==> config.mk <==
export PLATFORM = sky130hd
export DESIGN_NAME = hazard_ctrl
export DESIGN_NICKNAME = d
export VERILOG_FILES = /design/src/rtl/hazard_ctrl_pkg.sv /design/src/rtl/hazard_ctrl_sat_counter.sv /design/src/rtl/hazard_ctrl.sv
export SDC_FILE = /design/constraint.sdc
export NUM_CORES = 1
export LEC_CHECK = 0
export ABC_AREA = 1
export CORE_UTILIZATION = 56
export CTS_CLUSTER_SIZE = 10
export DETAILED_ROUTE_END_ITERATION = 10
export PLACE_DENSITY = 0.95
export SETUP_SLACK_MARGIN = 0.02
export SLEW_MARGIN = 0
export SYNTH_ARGS = -nofsm -noshare
export SYNTH_HDL_FRONTEND = slang
export SYNTH_HIERARCHICAL = 1
export SYNTH_SLANG_ARGS = --single-unit
==> constraint.sdc <==
create_clock -name clk -period 4.83 [get_ports clk]
set_clock_uncertainty 0.2 [all_clocks]
set_input_delay 0.483 -clock clk [delete_from_list [all_inputs] [get_ports clk]]
set_output_delay 0.483 -clock clk [all_outputs]
set_load 0.005 [all_outputs]
==> src/rtl/hazard_ctrl_pkg.sv <==
// Shared definitions for the pipeline hazard controller: state encoding,
// register address width, NOP encoding and the load-use detect function.
package hazard_ctrl_pkg;

    localparam int REG_AW = 5;
    localparam logic [31:0] NOP_INSTR = 32'h0000_0013;

    typedef enum logic [1:0] {
        HZ_RUN      = 2'd0,
        HZ_MEM_WAIT = 2'd1,
        HZ_MDU_WAIT = 2'd2
    } hz_state_t;

    // x0 is hardwired to zero, so a load targeting it can never create a hazard
    function automatic logic load_use(
        input logic              mem_read,
        input logic              rd_wen,
        input logic [REG_AW-1:0] rd,
        input logic [REG_AW-1:0] rs1,
        input logic              rs1_en,
        input logic [REG_AW-1:0] rs2,
        input logic              rs2_en
    );
        return mem_read && rd_wen && (rd != '0) &&
               ((rs1_en && (rs1 == rd)) || (rs2_en && (rs2 == rd)));
    endfunction

endpackage

==> src/rtl/hazard_ctrl_sat_counter.sv <==
// Saturating up-counter used for the hazard controller performance counters.
module hazard_ctrl_sat_counter #(
    parameter int CNT_W = 32
) (
    input  logic             clk,
    input  logic             rst,
    input  logic             inc,
    output logic [CNT_W-1:0] count
);

    // Holds at all-ones instead of wrapping so long runs read as "at least max"
    always_ff @(posedge clk) begin
        if (rst) begin
            count <= '0;
        end else if (inc && (count != '1)) begin
            count <= count + CNT_W'(1);
        end
    end

endmodule

==> src/rtl/hazard_ctrl.sv <==
// Pipeline sequencing controller: stall, flush and bubble generation for
// load-use hazards, multi-cycle MDU ops, data-memory waits and branch redirects.
module hazard_ctrl
    import hazard_ctrl_pkg::*;
#(
    parameter int MDU_MAX_CYC = 64,
    parameter int CNT_W       = 32
) (
    input  logic              clk,
    input  logic              rst,
    input  logic [REG_AW-1:0] rs1_addr_d,
    input  logic [REG_AW-1:0] rs2_addr_d,
    input  logic              rs1_en_d,
    input  logic              rs2_en_d,
    input  logic [REG_AW-1:0] rd_addr_e,
    input  logic              rd_wen_e,
    input  logic              mem_read_e,
    input  logic              mdu_start_e,
    input  logic              mdu_done,
    input  logic              branch_taken_e,
    input  logic              dmem_req_m,
    input  logic              dmem_ready,
    output logic              stall_f,
    output logic              stall_d,
    output logic              stall_e,
    output logic              stall_m,
    output logic              flush_d,
    output logic              flush_e,
    output logic              bubble_m,
    output logic              bubble_w,
    output logic              mdu_timeout,
    output logic [CNT_W-1:0]  stall_cnt,
    output logic [CNT_W-1:0]  flush_cnt
);

    localparam int CYC_W = $clog2(MDU_MAX_CYC) + 1;
    localparam logic [CYC_W-1:0] CYC_LAST = CYC_W'(MDU_MAX_CYC - 1);

    hz_state_t        state, next_state;
    logic [CYC_W-1:0] mdu_cyc;
    logic [CYC_W-1:0] mdu_cyc_inc;
    logic             timeout_q;
    logic             tail_eval;
    logic             flush_branch;
    logic             lu;
    logic [CNT_W-1:0] stall_cnt_q;
    logic [CNT_W-1:0] flush_cnt_q;

    assign mdu_cyc_inc = mdu_cyc + CYC_W'(1);

    // RUN and the MEM_WAIT release cycle share the R2..R4 priority chain via tail_eval
    always_comb begin
        next_state   = state;
        stall_f      = 1'b0;
        stall_d      = 1'b0;
        stall_e      = 1'b0;
        stall_m      = 1'b0;
        flush_d      = 1'b0;
        flush_e      = 1'b0;
        bubble_m     = 1'b0;
        bubble_w     = 1'b0;
        flush_branch = 1'b0;
        tail_eval    = 1'b0;
        mdu_timeout  = timeout_q;
        stall_cnt    = stall_cnt_q;
        flush_cnt    = flush_cnt_q;
        lu = load_use(mem_read_e, rd_wen_e, rd_addr_e,
                      rs1_addr_d, rs1_en_d, rs2_addr_d, rs2_en_d);

        case (state)
            HZ_RUN: begin
                if (dmem_req_m && !dmem_ready) begin
                    {stall_f, stall_d, stall_e, stall_m, bubble_w} = '1;
                    next_state = HZ_MEM_WAIT;
                end else begin
                    tail_eval = 1'b1;
                end
            end
            HZ_MEM_WAIT: begin
                if (!dmem_ready) begin
                    {stall_f, stall_d, stall_e, stall_m, bubble_w} = '1;
                end else begin
                    next_state = HZ_RUN;
                    tail_eval  = 1'b1;
                end
            end
            HZ_MDU_WAIT: begin
                if (!mdu_done) begin
                    {stall_f, stall_d, stall_e, bubble_m} = '1;
                end else begin
                    next_state = HZ_RUN;
                end
            end
            default: next_state = HZ_RUN;
        endcase

        if (tail_eval) begin
            if (mdu_start_e && !mdu_done) begin
                {stall_f, stall_d, stall_e, bubble_m} = '1;
                next_state = HZ_MDU_WAIT;
            end else if (branch_taken_e) begin
                flush_d      = 1'b1;
                flush_e      = 1'b1;
                flush_branch = 1'b1;
            end else if (lu) begin
                stall_f = 1'b1;
                stall_d = 1'b1;
                flush_e = 1'b1;
            end
        end

        if (rst) begin
            next_state   = HZ_RUN;
            {stall_f, stall_d, stall_e, stall_m} = '0;
            {flush_d, flush_e, bubble_m, bubble_w} = '0;
            flush_branch = 1'b0;
            mdu_timeout  = 1'b0;
            stall_cnt    = '0;
            flush_cnt    = '0;
        end
    end

    // mdu_cyc saturates at CYC_LAST; the timeout flag is raised as it gets there
    always_ff @(posedge clk) begin
        if (rst) begin
            state     <= HZ_RUN;
            mdu_cyc   <= '0;
            timeout_q <= 1'b0;
        end else begin
            state <= next_state;
            if ((state == HZ_MDU_WAIT) && !mdu_done) begin
                if (mdu_cyc != CYC_LAST) begin
                    mdu_cyc <= mdu_cyc_inc;
                    if (mdu_cyc_inc == CYC_LAST) begin
                        timeout_q <= 1'b1;
                    end
                end
            end else begin
                mdu_cyc <= '0;
            end
        end
    end

    hazard_ctrl_sat_counter #(.CNT_W(CNT_W)) u_stall_cnt (
        .clk   (clk),
        .rst   (rst),
        .inc   (stall_f),
        .count (stall_cnt_q)
    );

    hazard_ctrl_sat_counter #(.CNT_W(CNT_W)) u_flush_cnt (
        .clk   (clk),
        .rst   (rst),
        .inc   (flush_branch),
        .count (flush_cnt_q)
    );

endmodule

==> impl_metrics.toml, run 1 <==
[status]
status = "complete, no violations"

[finish]
finish.instance_area_mm2 = 0.00658
fin_util = 0.709
mostFrequentLayoutCells = "nor2_1 (227), nand2_1 (220), inv_1 (143), clkdlybuf4s50_1 (97), dfxtp_1 (74)"
layout_commonest_cell = "nor2_1"
final_layout_size_suffix_gt1_frac = 0.0888
area_growth_pct = 21.8
diodes = 0
final_nets = 1039

[sta]
fin_crit_ns = 3.29
worst_pin_slew_ns = 0.833
setup_viol = 0
min_period_over_period = 0.681
fin_hold_ws_ns = 0.268
slew_headroom = 0.441
fin_tns_setup_ns = 0
rsz0062_at_grt = "false"
max_clock_freq_mhz = 304
hold_viol_final = 0
slew_violations = 0

[route]
drc = 0
vias = 6005
postRouteAntennaNets = 0
wl_per_cell_um = 12.2
drt-pass1-iter-count = 5
vias_per_cell = 5.25
wl_um = 14000
drt_iter0_markers = 400

[clocking]
clock-sinks = 74
cts_tree = "done"
path_clk_slew_ns = 0.08
clock_path_buffers = 2
ctsHoldBuffers = 0
post_cts_buffers = 0
cts_made_buffers = 9
htreeDepth = 3
cts-root-buf = "clkbuf_8"
cts_resized = 0
clk_latency_ns = 0.36

[global_route]
grt_use_total = 0.282
antenna_found_initial = 0
grt_pass1_wl_um = 23000
grt_max_degree = 81
grt_overflow_total = 0
grt_pass1_vias = 5212

[place]
io_buffers = 98
hpwl_um = 10100
globalplace.congestion = 0.926
placed_cell_area_mm2 = 0.00638

[min_path]
min_to = "timeout_q"
holdPathStages = 2
hp-class = "reg2reg"
min_from = "timeout_q"

[critical_path]
cpLargestDelayFamily = "buffers and inverters"
cp_cell_sequence = "clkdlybuf4s50_1, inv_2, nand2_1, nand2_1, nor2_1, nand3_1, nand2_1, nand2_1, o21ai_1, clkdlybuf4s50_1"
path_common_cell = "nand2_1"
crit_buf_inv = 3
r2r-start = "state[0]"
r2r_cells = 13
slowest_delay_ns = 0.62
arrival_ns = 2.61
start_kind = "primary input"
crit_path_top_delay_cell = "clkdlybuf4s50_1"
critical_path_class = "in2out"
rr_endpoint = "u_stall_cnt/count[31]"
crit_fanout = 8
crit_path_end_kind = "output pin"
crit_required_ns = 4.15
r2r_slack_ns = 2.12

[synthesis]
syn_area_mm2 = 0.00541
synth_area_per_cell_um2 = 5.86
synth_nets = 953
yosys_register_bits = 74
synthCells = 923
yosys.area.top_type = "dfxtp_1"
yosys_warnings = 6
synth.distinct_cells = 36
synth_top_area_share = 0.274
yosysSeqAreaShare = 0.274
synthTopCellsByArea = "dfxtp_1 (27%), nor2_1 (16%), nand2_1 (15%)"

[floorplan]
core-area_mm2 = 0.00928
die_w_um = 100
rows = 35
io_pins = 99
dieArea_mm2 = 0.0100
die_h_um = 100
initial_core_util = 0.582

[pwr]
power.leakage_uw = 0.00270
power_density_mw_per_mm2 = 185
peakVddDrop_uv = 151

[flow_run]
drv_cap = 0
==> flip-flops by register name (all words and copies together), names as in the netlist <==
register / count
mdu_cyc: 7
state: 2
timeout_q: 1
u_flush_cnt/count: 32
u_stall_cnt/count: 32
==> how the worst max path moves through the flow <==
stage | from | to | cells past startpoint
floorplan | rd_addr_e[2] | u_stall_cnt/count[17] | 18
global placement | rd_addr_e[1] | u_stall_cnt/count[17] | 18
detailed placement | rd_addr_e[3] | u_stall_cnt/count[23] | 16
CTS | rd_addr_e[3] | stall_d | 10
global route | rd_addr_e[3] | stall_f | 10
finish | rd_addr_e[3] | stall_f | 10
==> metal layers <==
layer,track usage,part of all wire,up-vias
met1,0.349,0.42,2677
met4,0.106,0.022,0
met2,0.482,0.47,279
met5,0,0,-
met3,0.0585,0.088,34
li1,-,-,3015
==> metrics by stage <==
step | instances | worst slack [ns] | power [µW]
global placement | 1127 | 1.57 | 727
global route | 1143 | 1.34 | 1260
CTS | 1143 | 1.55 | 1220
detailed placement | 1127 | 1.45 | 730
finish | 1143 | 1.54 | 1220
floorplan | 923 | 2.47 | 686
==> worst reg2reg max path, stage by stage, from the launching register on <==
cell	delay [ns]
dfxtp_1	0.32
nor2_1	0.09
nor2_1	0.07
nor3_1	0.26
o21ai_0	0.18
o21ai_1	0.37
buf_4	0.32
nand2_1	0.09
nor2_1	0.09
nand2_1	0.05
nor2_1	0.24
nand3_1	0.14
nand2_1	0.10
nor2_1	0.08
==> synthesized netlist by cell type (all sizes together) <==
| cell type | count |
|---|---|
| nor3 | 7 |
| ha | 4 |
| dfxtp | 74 |
| o21ai | 8 |
| nand4 | 30 |
| xnor2 | 1 |
| clkbuf | 4 |
| buf | 22 |
| inv | 152 |
| o31ai | 1 |
| nand2 | 235 |
| xor2 | 2 |
| a31oi | 9 |
| and2 | 1 |
| clkinv | 2 |
| nor2 | 248 |
| a21oi | 47 |
| nand3b | 2 |
| nand3 | 74 |
==> layout make-up <==
type	instances	area, µm²
multi-input cells	669	3160
repair buffers	101	998
inverters	154	578
fillers	792	2700
flip-flops and latches	74	1480
clock buffers	10	138
well taps	129	161
clock inverters	6	66.3
==> power breakdown <==
part           internal [µW]  switching [µW]  total (µW)
clock                    253             248         500
combinational           43.7            57.2         101
sequential               612            3.00         615
==> cells by family (layout without fill, tap and decap cells) <==
kind of cell | count (synthesis) | after routing | synth area share
simple gates | 597 | 597 | 0.506
buf+inv | 180 | 271 | 0.141
flops | 74 | 74 | 0.274
compound gates | 65 | 65 | 0.0648
fa+ha+maj | 4 | 4 | 0.00926
xor+xnor | 3 | 3 | 0.00486
(Power assumes the default switching activity.)
==> run 2: changes to the inputs <==
CORE_UTILIZATION = 48   (was 56)
PLACE_DENSITY = 0.89   (was 0.95)
clock period = 2.78 ns   (was 4.83 ns; I/O delays follow)
==> run 2 against run 1 <==
Hold slack got worse by 0.19 ns. Cell count increased by 1.5%. First-iteration DRC count decreased by 12%. Sequential cell count unchanged. Core utilization decreased by 9.8 points. Clock-buffer cell count increased by 1. Non-clock buffer count increased by 6. Register-to-register slack got worse by 1.6 ns. Largest power group unchanged.
==> impl_metrics.toml, run 2 (synthesis results as in run 1) <==
[finish]
mostFrequentLayoutCells = "nor2_1 (226), nand2_1 (220), inv_1 (143), clkdlybuf4s50_1 (97), dfxtp_1 (74)"
final_nets = 1045
final_layout_size_suffix_gt1_frac = 0.0941
multiInputGateArea_mm2 = 0.00316
diodes = 0
fillers = 1053
layout.cells.non_filler = 1160
top_regs = "u_flush_cnt/count x32, u_stall_cnt/count x32, mdu_cyc x7"
area_growth_pct = 23.0
layout_commonest_cell = "nor2_1"
regArea_mm2 = 0.00148

[min_path]
min_to = "mdu_cyc[1]"
min_from = "rst"
holdPathStages = 4
hp-class = "in2reg"

[global_route]
antenna_found_initial = 0
grt_max_degree = 80
grt_overflow_total = 0
grt_pass1_wl_um = 22800
grt_use_total = 0.240
grt_pass1_vias = 5235

[route]
dr_wl_met3_um = 964
vias_per_cell = 5.08
met1_length_um = 6120
drt_iter0_markers = 353
wl_per_cell_um = 12.0
postRouteAntennaNets = 0
drt-pass1-iter-count = 7
highest_layer = "met4"
vias = 5896
drc = 0
wl_um = 13900
wl_met2_um = 6490

[clocking]
clock_path_buffers = 2
ctsHoldBuffers = 0
path_clk_slew_ns = 0.07
post_cts_buffers = 0
clock-sinks = 74
clk_latency_ns = 0.36
cts_tree = "done"
cts_made_buffers = 9
cts-root-buf = "clkbuf_8"
htreeDepth = 3

[place]
globalplace.congestion = 0.953
io_buffers = 98
hpwl_um = 10200
place_inst = 1144

[critical_path]
cp_cell_sequence = "clkdlybuf4s50_1, inv_2, nand2_1, nand2_1, nor2_1, nand3_1, nand2_1, nand2_1, o21ai_1, clkdlybuf4s50_1"
cp.depth = 10
cpLargestDelayFamily = "buffers and inverters"
crit_required_ns = 2.30
critical_path_class = "in2out"
path_common_cell = "nand2_1"
r2r-start = "state[0]"
crit_fanout = 4
rr_endpoint = "u_stall_cnt/count[25]"
slowest_delay_ns = 0.58
crit_buf_inv = 3
crit_start = "rd_addr_e[3]"
r2r_cells = 15
arrival_ns = 2.17
r2r_slack_ns = 0.55
crit_path_top_delay_cell = "clkdlybuf4s50_1"
start_kind = "primary input"
crit_path_end_kind = "output pin"

[sta]
rsz0062_at_grt = "false"
fin_hold_ws_ns = 0.0728
setup_viol = 0
worst_pin_slew_ns = 0.474
fin_crit_ns = 2.64
max_clock_freq_mhz = 378
fin_tns_setup_ns = 0
hold_viol_final = 0
slew_violations = 0
min_period_over_period = 0.951
slew_headroom = 0.683

[floorplan]
io_pins = 99
core-area_mm2 = 0.0109
initial_core_util = 0.496
die_w_um = 108
dieArea_mm2 = 0.0117
rows = 38
die_h_um = 108

[status]
status = "complete, no violations"

[pwr]
power_density_mw_per_mm2 = 317
power.leakage_uw = 0.00274
peakVddDrop_uv = 206
p_total_uw = 2110

[flow_run]
drv_cap = 0
==> run 2: worst max-delay path by stage <==
stage	end	slack [ns]
3_5_place_dp	u_stall_cnt/count[25]	0.005
2_1_floorplan	u_stall_cnt/count[17]	0.62
5_1_grt	stall_f	0.04
6_report	stall_f	0.14
3_3_place_gp	u_stall_cnt/count[17]	0.11
4_1_cts	stall_f	0.16
==> run 2: through the flow <==
step	util	cell area, µm²	setup WS, ns
detailed placement	0.592	6450	0.00454
global route	0.611	6650	0.0430
global placement	0.592	6450	0.114
floorplan	-	5410	0.625
CTS	0.610	6650	0.159
finish	0.611	6650	0.135
==> run 2: cell type report <==
type | instances | area share
well taps | 140 | 0.0264
flip-flops and latches | 74 | 0.223
inverters | 154 | 0.0870
clock buffers | 11 | 0.0213
multi-input cells | 669 | 0.476
clock inverters | 5 | 0.00809
repair buffers | 107 | 0.159
==> run 2: power by group <==
group          switching [µW]  internal, µW
Combinational             101          80.4
Sequential               5.17          1060
Clock                     421           437
==> run 2: worst register-to-register path: cells and delay by family (launching register included) <==
family                 cells  cell delay, ns
DFF                        1            0.33
and+or+nand+nor           11            1.09
AOI/OAI and AO/OA          2            0.30
buffers and inverters      2            0.23
==> run 2: metal layers <==
metal / GRT usage / vias up
met5: 0 / -
met3: 0.0392 / 31
met1: 0.286 / 2633
met4: 0.106 / 0
met2: 0.421 / 207
li1: - / 3025
==> run 2: timing repair <==
action	CTS	global route
endpoints found under the setup margin	0	1
resized for setup	0	1
endpoints found under the hold margin	0	0
